--- config.mk ---
export PLATFORM = sky130hd
export DESIGN_NAME = tour_move_sequencer
export DESIGN_NICKNAME = d
export VERILOG_FILES = /design/src/rtl/tour_pkg.sv /design/src/rtl/move_decode.sv /design/src/rtl/tour_move_sequencer.sv
export SDC_FILE = /design/constraint.sdc
export NUM_CORES = 1
export LEC_CHECK = 0
export CAP_MARGIN = 20
export CORE_ASPECT_RATIO = 1.25
export CORE_MARGIN = 2
export CORE_UTILIZATION = 35
export CTS_CLUSTER_SIZE = 16
export DETAILED_ROUTE_END_ITERATION = 7
export PLACE_DENSITY = 0.75
export SLEW_MARGIN = 20
export SYNTH_ARGS = -nofsm -noshare
export SYNTH_HDL_FRONTEND = slang
export SYNTH_SLANG_ARGS = --single-unit
--- constraint.sdc ---
create_clock -name clk -period 5.1 [get_ports clk]
set_input_delay 1.275 -clock clk [delete_from_list [all_inputs] [get_ports clk]]
set_output_delay 1.275 -clock clk [all_outputs]
set_load 0.02 [all_outputs]
--- src/rtl/tour_pkg.sv ---
// ----------------------------------------------------------------------------
// tour_pkg
//   Shared types and constants for the knight's-tour move sequencer:
//   FSM state enum, cmd_proc opcodes, heading codes, UART response bytes,
//   and the decoded-move record produced by move_decode.
//   No ports (package). Related build macro: FANFARE_EN (used in move_decode).
// ----------------------------------------------------------------------------
package tour_pkg;

    typedef enum logic [2:0] {
        IDLE   = 3'd0,
        VERT   = 3'd1,
        WAIT_V = 3'd2,
        HORZ   = 3'd3,
        WAIT_H = 3'd4
    } state_t;

    // cmd_proc opcodes
    localparam logic [3:0] MOVE         = 4'b0010;
    localparam logic [3:0] MOVE_FANFARE = 4'b0011;

    // Headings as understood by cmd_proc
    localparam logic [7:0] HDG_N = 8'h00;
    localparam logic [7:0] HDG_W = 8'h3F;
    localparam logic [7:0] HDG_S = 8'h7F;
    localparam logic [7:0] HDG_E = 8'hBF;

    // Response bytes back to RemoteComm
    localparam logic [7:0] RESP_POS_ACK = 8'hA5;
    localparam logic [7:0] RESP_INTERIM = 8'h5A;

    typedef struct packed {
        logic [15:0] vert_cmd;
        logic [15:0] horz_cmd;
        logic        invalid;
    } mv_dec_t;

    function automatic logic [15:0] make_cmd(input logic [3:0] op,
                                             input logic [7:0] hdg,
                                             input logic [3:0] sq);
        return {op, hdg, sq};
    endfunction

endpackage

--- src/rtl/move_decode.sv ---
// ----------------------------------------------------------------------------
// move_decode
//   Combinational decode of a one-hot knight move into two cmd_proc commands:
//   a vertical leg (N/S, |dy| squares) and a horizontal leg (E/W, |dx|).
//   Anything that is not exactly one-hot is flagged invalid.
//   Build macro FANFARE_EN: when defined, the horizontal leg uses the
//   move-with-fanfare opcode; otherwise the plain move opcode.
// Ports
//   move  in  8        one-hot move code
//   dec   out mv_dec_t {vert_cmd, horz_cmd, invalid}
// ----------------------------------------------------------------------------
module move_decode
    import tour_pkg::*;
(
    input  logic [7:0] move,
    output mv_dec_t    dec
);

`ifdef FANFARE_EN
    localparam logic [3:0] HORZ_OP = MOVE_FANFARE;
`else
    localparam logic [3:0] HORZ_OP = MOVE;
`endif

    logic       dx_pos;
    logic       dy_pos;
    logic [3:0] dx_mag;
    logic [3:0] dy_mag;
    logic       invalid;

    // Sign/magnitude table; keeps the legs free of signed arithmetic.
    always_comb begin
        dx_pos  = 1'b0;
        dy_pos  = 1'b0;
        dx_mag  = 4'd0;
        dy_mag  = 4'd0;
        invalid = 1'b0;
        unique case (move)
            8'h01:   begin dx_pos = 1'b1; dx_mag = 4'd1; dy_pos = 1'b1; dy_mag = 4'd2; end
            8'h02:   begin dx_pos = 1'b0; dx_mag = 4'd1; dy_pos = 1'b1; dy_mag = 4'd2; end
            8'h04:   begin dx_pos = 1'b0; dx_mag = 4'd2; dy_pos = 1'b1; dy_mag = 4'd1; end
            8'h08:   begin dx_pos = 1'b0; dx_mag = 4'd2; dy_pos = 1'b0; dy_mag = 4'd1; end
            8'h10:   begin dx_pos = 1'b0; dx_mag = 4'd1; dy_pos = 1'b0; dy_mag = 4'd2; end
            8'h20:   begin dx_pos = 1'b1; dx_mag = 4'd1; dy_pos = 1'b0; dy_mag = 4'd2; end
            8'h40:   begin dx_pos = 1'b1; dx_mag = 4'd2; dy_pos = 1'b0; dy_mag = 4'd1; end
            8'h80:   begin dx_pos = 1'b1; dx_mag = 4'd2; dy_pos = 1'b1; dy_mag = 4'd1; end
            default: invalid = 1'b1;  // zero or multi-hot
        endcase
    end

    always_comb begin
        dec.vert_cmd = make_cmd(MOVE,    dy_pos ? HDG_N : HDG_S, dy_mag);
        dec.horz_cmd = make_cmd(HORZ_OP, dx_pos ? HDG_E : HDG_W, dx_mag);
        dec.invalid  = invalid;
    end

endmodule

--- src/rtl/tour_move_sequencer.sv ---
// ----------------------------------------------------------------------------
// tour_move_sequencer
//   Turns a solved knight's tour into cmd_proc commands (vertical leg, then
//   horizontal leg per move) and arbitrates cmd_proc between the UART path
//   and the tour. Also selects the response byte returned to RemoteComm.
//   Build macro FANFARE_EN selects the horizontal-leg opcode (see move_decode).
// Parameters
//   NUM_MOVES  moves in a full tour
//   IDX_W      width of mv_indx (2**IDX_W >= NUM_MOVES)
// Ports
//   clk, rst      clock; synchronous active-high reset
//   start_tour    pulse: tour solved, begin sequencing
//   move          one-hot move for mv_indx from the solver
//   mv_indx       index of the move being executed
//   cmd_UART      UART command / cmd_rdy_UART its valid
//   clr_cmd_rdy   cmd_proc consumed the command
//   send_resp     cmd_proc finished a command (pulse)
//   cmd, cmd_rdy  command and valid to cmd_proc
//   resp          response byte to the UART wrapper
//   tour_busy     tour owns cmd_proc
//   mv_err        sticky: a non-one-hot move was seen
// ----------------------------------------------------------------------------
module tour_move_sequencer
    import tour_pkg::*;
#(
    parameter int NUM_MOVES = 24,
    parameter int IDX_W     = 5
) (
    input  logic             clk,
    input  logic             rst,
    input  logic             start_tour,
    input  logic [7:0]       move,
    output logic [IDX_W-1:0] mv_indx,
    input  logic [15:0]      cmd_UART,
    input  logic             cmd_rdy_UART,
    input  logic             clr_cmd_rdy,
    input  logic             send_resp,
    output logic [15:0]      cmd,
    output logic             cmd_rdy,
    output logic [7:0]       resp,
    output logic             tour_busy,
    output logic             mv_err
);

    localparam logic [IDX_W-1:0] LAST = IDX_W'(NUM_MOVES - 1);

    state_t           state,        state_nxt;
    logic [IDX_W-1:0] idx_nxt;
    logic             err_nxt;
    logic [15:0]      cmd_tour,     cmd_tour_nxt;
    logic             cmd_rdy_tour, rdy_nxt;
    mv_dec_t          dec;

    move_decode u_dec (
        .move (move),
        .dec  (dec)
    );

    always_ff @(posedge clk) begin
        if (rst) begin
            state        <= IDLE;
            mv_indx      <= '0;
            mv_err       <= 1'b0;
            cmd_tour     <= '0;
            cmd_rdy_tour <= 1'b0;
        end else begin
            state        <= state_nxt;
            mv_indx      <= idx_nxt;
            mv_err       <= err_nxt;
            cmd_tour     <= cmd_tour_nxt;
            cmd_rdy_tour <= rdy_nxt;
        end
    end

    always_comb begin
        state_nxt    = state;
        idx_nxt      = mv_indx;
        err_nxt      = mv_err;
        cmd_tour_nxt = cmd_tour;
        rdy_nxt      = cmd_rdy_tour;
        unique case (state)
            IDLE: begin
                rdy_nxt = 1'b0;
                if (start_tour) begin
                    state_nxt = VERT;
                    idx_nxt   = '0;
                end
            end
            VERT: begin
                if (dec.invalid) begin
                    // Bad solver output: abandon the tour without a command.
                    err_nxt   = 1'b1;
                    rdy_nxt   = 1'b0;
                    state_nxt = IDLE;
                end else begin
                    cmd_tour_nxt = dec.vert_cmd;
                    rdy_nxt      = 1'b1;
                    state_nxt    = WAIT_V;
                end
            end
            WAIT_V: begin
                // clr and send_resp in one cycle are both acted on.
                if (clr_cmd_rdy) rdy_nxt = 1'b0;
                if (send_resp)   state_nxt = HORZ;
            end
            HORZ: begin
                cmd_tour_nxt = dec.horz_cmd;
                rdy_nxt      = 1'b1;
                state_nxt    = WAIT_H;
            end
            WAIT_H: begin
                if (clr_cmd_rdy) rdy_nxt = 1'b0;
                if (send_resp) begin
                    if (mv_indx == LAST) begin
                        rdy_nxt   = 1'b0;
                        state_nxt = IDLE;
                    end else begin
                        idx_nxt   = mv_indx + IDX_W'(1);
                        state_nxt = VERT;
                    end
                end
            end
            default: state_nxt = IDLE;
        endcase
    end

    // cmd_proc mux: UART owns it only while idle.
    always_comb begin
        if (state == IDLE) begin
            cmd     = cmd_UART;
            cmd_rdy = cmd_rdy_UART;
        end else begin
            cmd     = cmd_tour;
            cmd_rdy = cmd_rdy_tour;
        end
    end

    // Interim ack for every tour leg except the last horizontal one.
    always_comb begin
        if (state == IDLE || (state == WAIT_H && mv_indx == LAST))
            resp = RESP_POS_ACK;
        else
            resp = RESP_INTERIM;
    end

    assign tour_busy = (state != IDLE);

endmodule

==> summary.md, run 1 <==
| Metric | Value |
|---|---|
| Crit path required time | 3.83 ns |
| Hpwl dp | 2650 µm |
| Root Driver | clkbuf_8 |
| Clock Sinks | 16 |
| Setup violations, final | 0 |
| Vias in the first global route | 1,295 |
| Initial core utilization | 0.359 |
| Rows | 25 |
| Max_cap viols | 0 |
| First-pass GRT wire length | 5530 µm |
| Clock buffer depth | 2 |
| Share of async-settable or async-resettable flops after synthesis | 0 |
| # Post-CTS Setup Buffers | 0 |
| Lkg Pwr | 0.000723 µW |
| RePlAce Congestion | 0.863 |
| ANT nets after route | 0 |
| PD cells | 218 nW/µm² |
| Critical Path Max Stage Delay | 0.54 ns |
| Synthesized area per cell | 8.41 µm² |
| Number of diodes | 0 |
| Critical path fanouts, max | 1 |
| Pin count of the biggest net entering global routing | 22 |
| Ys flop type | dfxtp_1 |
| Most common cell on crit path | clkdlybuf4s50_1 |
| Nets | 241 |
| Placed Cells | 245 |
| Iter 0 DRT Violations | 41 |
| Tot GR Track Use | 0.161 |
| Synthesized area | 1340 µm² |
| Post-synthesis register bit count | 16 |
| Die area | 4330 µm² |
| Skew final | 0.00201 ns |
| Grt ovf | 0 |
| Dpl ws | 1.34 ns |
| Clock buffers created by TritonCTS | 3 |
| Setup TNS | 0 ns |
| Crit Path Category | in -> out |
| Max-slew headroom | 0.544 |
| Post-synth EDFFs | 0 |
| Post-CTS sizing | 0 |
| Final period utilization | 0.736 |
| Max VDD drop | 0.0000681 V |
| Non-Filler Instances | 248 |
| Pins Over Slew Limit | 0 |
| RSZ-0062 raised after global routing | no |
| Worst-path clk slew | 0.06 ns |
| Hold Path Class | reg -> reg |
| Vias | 1,358 |
| H-tree Lvls | 1 |
| Worst skew pair latency | 0.25 ns |
| Drc violations | 0 |
| Core footprint | 3720 µm² |
| Sequential area share after synthesis | 0.239 |
| Area Overhead vs Synth | 44.6% |
| Synthesized Nets | 190 |
| Via density per instance | 5.48 |
| Vert. Die Dim | 73.1 µm |
| FF+latch area | 320 µm² |
| Die W | 59.3 µm |
| CP cell instances | clkdlybuf4s50_1 > mux2_2 > clkdlybuf4s50_1 |
| Status | complete, no violations |
| WL final | 3410 µm |
| Hold-fix buffers, CTS | 0 |
| Arrival @ worst endpoint | 2.48 ns |
| Final worst path period need | 3.76 ns |
| I/O pin total | 62 |
| Yosys cell types | 53 |
| CP max-delay cell | clkdlybuf4s50_1 |
| Final Hold Fails | 0 |
| IO buf count | 61 |
| TritonCTS clock tree | yes |
| Synth warn | 0 |
| Worst Setup End Kind | output port |
| Synth Instances | 159 |
| DRT Pass-1 Iters | 4 |
| FILL cells | 361 |
| Share of layout cells above drive strength 1 | 0.101 |
| DR WL/cell | 13.7 µm |
| Tightest hold margin | 0.475 ns |
| Min setup slack post-route | 1.34 ns |
| CP startpoint kind | input port |
| Area taken by multi-input logic gates | 882 µm² |
| Initial antenna violation count | 0 |
| Peak Freq | 266 MHz |
| Slew @ Worst Pin | 0.682 ns |
critical path, delay by kind of cell:
| kind | cells | cell delay (ns) |
|---|---|---|
| buf+inv | 2 | 0.94 |
| mux | 1 | 0.27 |
stage by stage:
step | area [µm²] | power [µW] | util
4_1_cts | 1930 | 427 | 0.520
3_5_place_dp | 1890 | 331 | 0.509
3_3_place_gp | 1890 | 330 | 0.509
2_1_floorplan | 1340 | 253 | -
6_report | 1930 | 422 | 0.520
5_1_grt | 1930 | 444 | 0.520
placed cells by master, fill, tap and decap left out, types with 2 or more instances in the layout:
cell type and instances:
xor2_1 5, or2_1 2, nand2b_1 6, inv_1 6, mux2_2 7, and3_1 2
clkdlybuf4s50_1 61, nand4b_1 2, nor2b_1 3, clkbuf_8 3, nor3b_1 2, o221ai_1 2
nand2_1 3, o211ai_1 3, or3_1 2, and2b_2 2, o22ai_1 2, o21ai_0 11
dfxtp_1 16, nor4_1 2, nor4b_1 4, o32a_1 2, o2111ai_1 2, a21oi_1 6
and2_1 6, nor3_1 3, nor2_1 9, nand3_1 2, a21o_1 8, a211oi_1 2
synthesized netlist by cell type, types with 2 or more instances:
cell type  instances  area share
dfxtp_1           16        0.24
o21ai_0           11       0.041
nor2_1             9       0.025
a21o_1             8       0.045
buf_4              8       0.045
mux2_2             7       0.059
a21oi_1            6       0.022
and2_1             6       0.028
inv_1              6       0.017
nand2b_1           6       0.028
xor2_1             5       0.033
nor3_1             4       0.015
nor4b_1            4       0.026
clkbuf_1           3      0.0084
nand2_1            3      0.0084
nor2b_1            3       0.014
o211ai_1           3       0.017
a211oi_1           2       0.011
and2b_2            2       0.013
and3_1             2      0.0094
buf_2              2      0.0075
buf_6              2       0.017
nand3_1            2      0.0075
nand4b_1           2       0.013
nor3b_1            2       0.011
nor4_1             2      0.0094
o2111ai_1          2       0.013
o221ai_1           2       0.013
o22ai_1            2      0.0094
o32a_1             2       0.015
or2_1              2      0.0094
or3_1              2      0.0094
registers in the layout, indices dropped and copies added (netlist names):
signal / count
cmd_tour: 6
cmd_rdy_tour: 1
mv_indx: 5
mv_err: 1
state: 3
cells by family (layout without fill, tap and decap cells):
kind of cell / Yosys count / count (layout) / synth area share
AO/OA/AOI/OAI: 47 / 47 / 0.256
flip-flops: 16 / 16 / 0.239
adder cells (fa/ha/maj): 1 / 1 / 0.00935
multiplexers: 9 / 9 / 0.0776
buffers and inverters: 22 / 71 / 0.105
XOR/XNOR: 5 / 5 / 0.0327
AND/OR/NAND/NOR: 59 / 59 / 0.280
where the power goes:
| group | internal [µW] | switching, µW | leakage [µW] |
|---|---|---|---|
| Combinational | 99.9 | 91.6 | 0.000572 |
| Sequential | 129 | 7.01 | 0.000130 |
| Clock | 52.3 | 41.8 | 0.0000216 |
cell type report:
type                            instances  area share
Clock buffer                            3      0.0213
Inverter                                6      0.0116
Multi-Input combinational cell        121       0.456
Sequential cell                        16       0.166
Tap cell                               40      0.0259
Timing Repair Buffer                   62       0.320
worst paths after layout:
check	from	to	slack [ns]	cells past startpoint
min reg2reg	mv_err	mv_err	0.48	2
min	mv_err	mv_err	0.48	2
max reg2reg	state[2]	cmd_tour[10]	3.26	4
max	cmd_UART[13]	cmd[13]	1.34	3
layer usage:
layer  track usage  up-vias  part of all wire
li1              -      690                 -
met1         0.177      621              0.43
met2         0.298       43              0.51
met3        0.0337        4             0.042
met4        0.0556        0             0.014
met5             0        -                 0
No activity file was read; power rests on OpenSTA's default activity.
==> run 2: changes to the inputs <==
PLACE_DENSITY = 0.78   (was 0.75)
clock period = 3.2 ns   (was 5.1 ns; I/O delays follow)
==> summary.md, run 2 (same netlist as run 1, synthesis figures left out) <==
| Metric | Value |
|---|---|
| Final period utilization | 0.934 |
| Number of diodes | 0 |
| Reg2Reg Setup Slack | 1.37 ns |
| Worst Setup End Kind | output port |
| Worst Reg-to-Reg Cells | 5 |
| Hold Path Class | reg -> reg |
| Tightest hold margin | 0.495 ns |
| CP startpoint kind | flop |
| TritonCTS clock tree | yes |
| Reg2reg end | cmd_tour[10] |
| Skew final | 0.00657 ns |
| Non-Filler Instances | 251 |
| Pin count of the biggest net entering global routing | 22 |
| Lkg Pwr | 0.000741 µW |
| Peak Freq | 335 MHz |
| WL final | 3400 µm |
| IO buf count | 61 |
| Max-slew headroom | 0.524 |
| Reg2Reg Launch Point | state[2] |
| Most common cell after layout, fill and taps aside | clkdlybuf4s50_1 |
| Crit Path Category | reg -> out |
| Share of layout cells above drive strength 1 | 0.114 |
| Placed Cells | 247 |
| # Post-CTS Setup Buffers | 0 |
| Clock Sinks | 16 |
| ANT nets after route | 0 |
| Critical path fanouts, max | 20 |
| Post-CTS sizing | 0 |
| I/O pin total | 62 |
| Clock buffer depth | 2 |
| Root Driver | clkbuf_8 |
| Via density per instance | 5.63 |
| Vias | 1,412 |
| Most frequent cells in the layout | clkdlybuf4s50_1 (61), dfxtp_1 (16), o21ai_0 (11), nor2_1 (9), a21o_1 (8) |
| Area taken by multi-input logic gates | 882 µm² |
| Vert. Die Dim | 73.1 µm |
| Drc violations | 0 |
| Slew @ Worst Pin | 0.712 ns |
| Area after DPL | 1910 µm² |
| Rows | 25 |
| Initial core utilization | 0.359 |
| Final worst path period need | 2.99 ns |
| Die area | 4330 µm² |
| H-tree Lvls | 1 |
| First-pass GRT wire length | 5470 µm |
| FF+latch area | 320 µm² |
| Worst skew pair latency | 0.26 ns |
| Hpwl dp | 2620 µm |
| Max VDD drop | 0.000168 V |
| Largest registers | cmd_tour (6), mv_indx (5), state (3) |
| Clock buffers created by TritonCTS | 3 |
| Grt ovf | 0 |
| Tot GR Track Use | 0.161 |
| Core footprint | 3720 µm² |
| Iter 0 DRT Violations | 35 |
| Nets | 243 |
| Hold-fix buffers, CTS | 0 |
| DR WL/cell | 13.5 µm |
| FILL cells | 366 |
| Hold path startpoint | mv_err |
| Arrival @ worst endpoint | 2.19 ns |
| Post-route cell area | 1960 µm² |
| RePlAce Congestion | 0.792 |
| Status | complete, no violations |
| Vias in the first global route | 1,261 |
| Worst-path clk slew | 0.07 ns |
| Hold path depth | 2 |
| Max_cap viols | 0 |
| Design Power | 707 µW |
| Setup crit start | state[0] |
| Crit path required time | 2.40 ns |
| Reg with most FFs | cmd_tour |
| DRT Pass-1 Iters | 4 |
| Initial antenna violation count | 0 |
| Setup violations, final | 0 |
| Final Hold Fails | 0 |
| Area Overhead vs Synth | 46.8% |
| PD cells | 360 nW/µm² |
| RSZ-0062 raised after global routing | no |
| Hold EP | mv_err |
| Die W | 59.3 µm |
| Setup TNS | 0 ns |
| Pins Over Slew Limit | 0 |
| Max FFs per register | 6 |
-- run 2: cell types whose count changed in the layout (fill, tap and decap cells not counted), sizes merged --
| cell | before | now |
|---|---|---|
| buf | 1 | 3 |
| clkbuf | 3 | 4 |
-- run 2: area by class of cell --
class                   instances  area share
inverters                       6      0.0115
multi-input cells             121       0.449
repair buffers                 64       0.322
flip-flops and latches         16       0.163
clock buffers                   4      0.0280
well taps                      40      0.0255
-- run 2: worst max-delay path, cell delays in order (launching register included) --
cell             delay (ns)
dfxtp_1                0.52
nor3_2                 0.08
buf_4                  0.21
nor2b_1                0.38
a21o_1                 0.13
clkdlybuf4s50_1        0.60
-- run 2: routing by layer --
metal | routed length (µm) | vias to the layer above | global-route usage
met5 | 0 | - | 0
met4 | 72 | 0 | 0.0682
met3 | 188 | 6 | 0.0248
met2 | 1700 | 52 | 0.297
met1 | 1430 | 655 | 0.178
li1 | - | 699 | -
-- run 2: metrics by stage --
stage	utilization	setup WS [ns]
floorplan	-	0.710
global placement	0.513	0.413
detailed placement	0.513	0.385
CTS	0.527	0.196
global route	0.527	0.123
finish	0.527	0.211
-- run 2: report_power, final --
group,switching (µW),total [µW],internal [µW]
Combinational,151,312,161
Clock,73.6,183,109
Sequential,6.55,212,205
-- run 2: worst max path at each step --
stage,to,slack [ns],cells past startpoint
final,cmd[7],0.21,5
after global routing,cmd[5],0.12,5
after CTS,cmd[9],0.20,5
after detailed placement,cmd[13],0.38,3
after global placement,cmd[10],0.41,3
after floorplan,resp[3],0.71,6
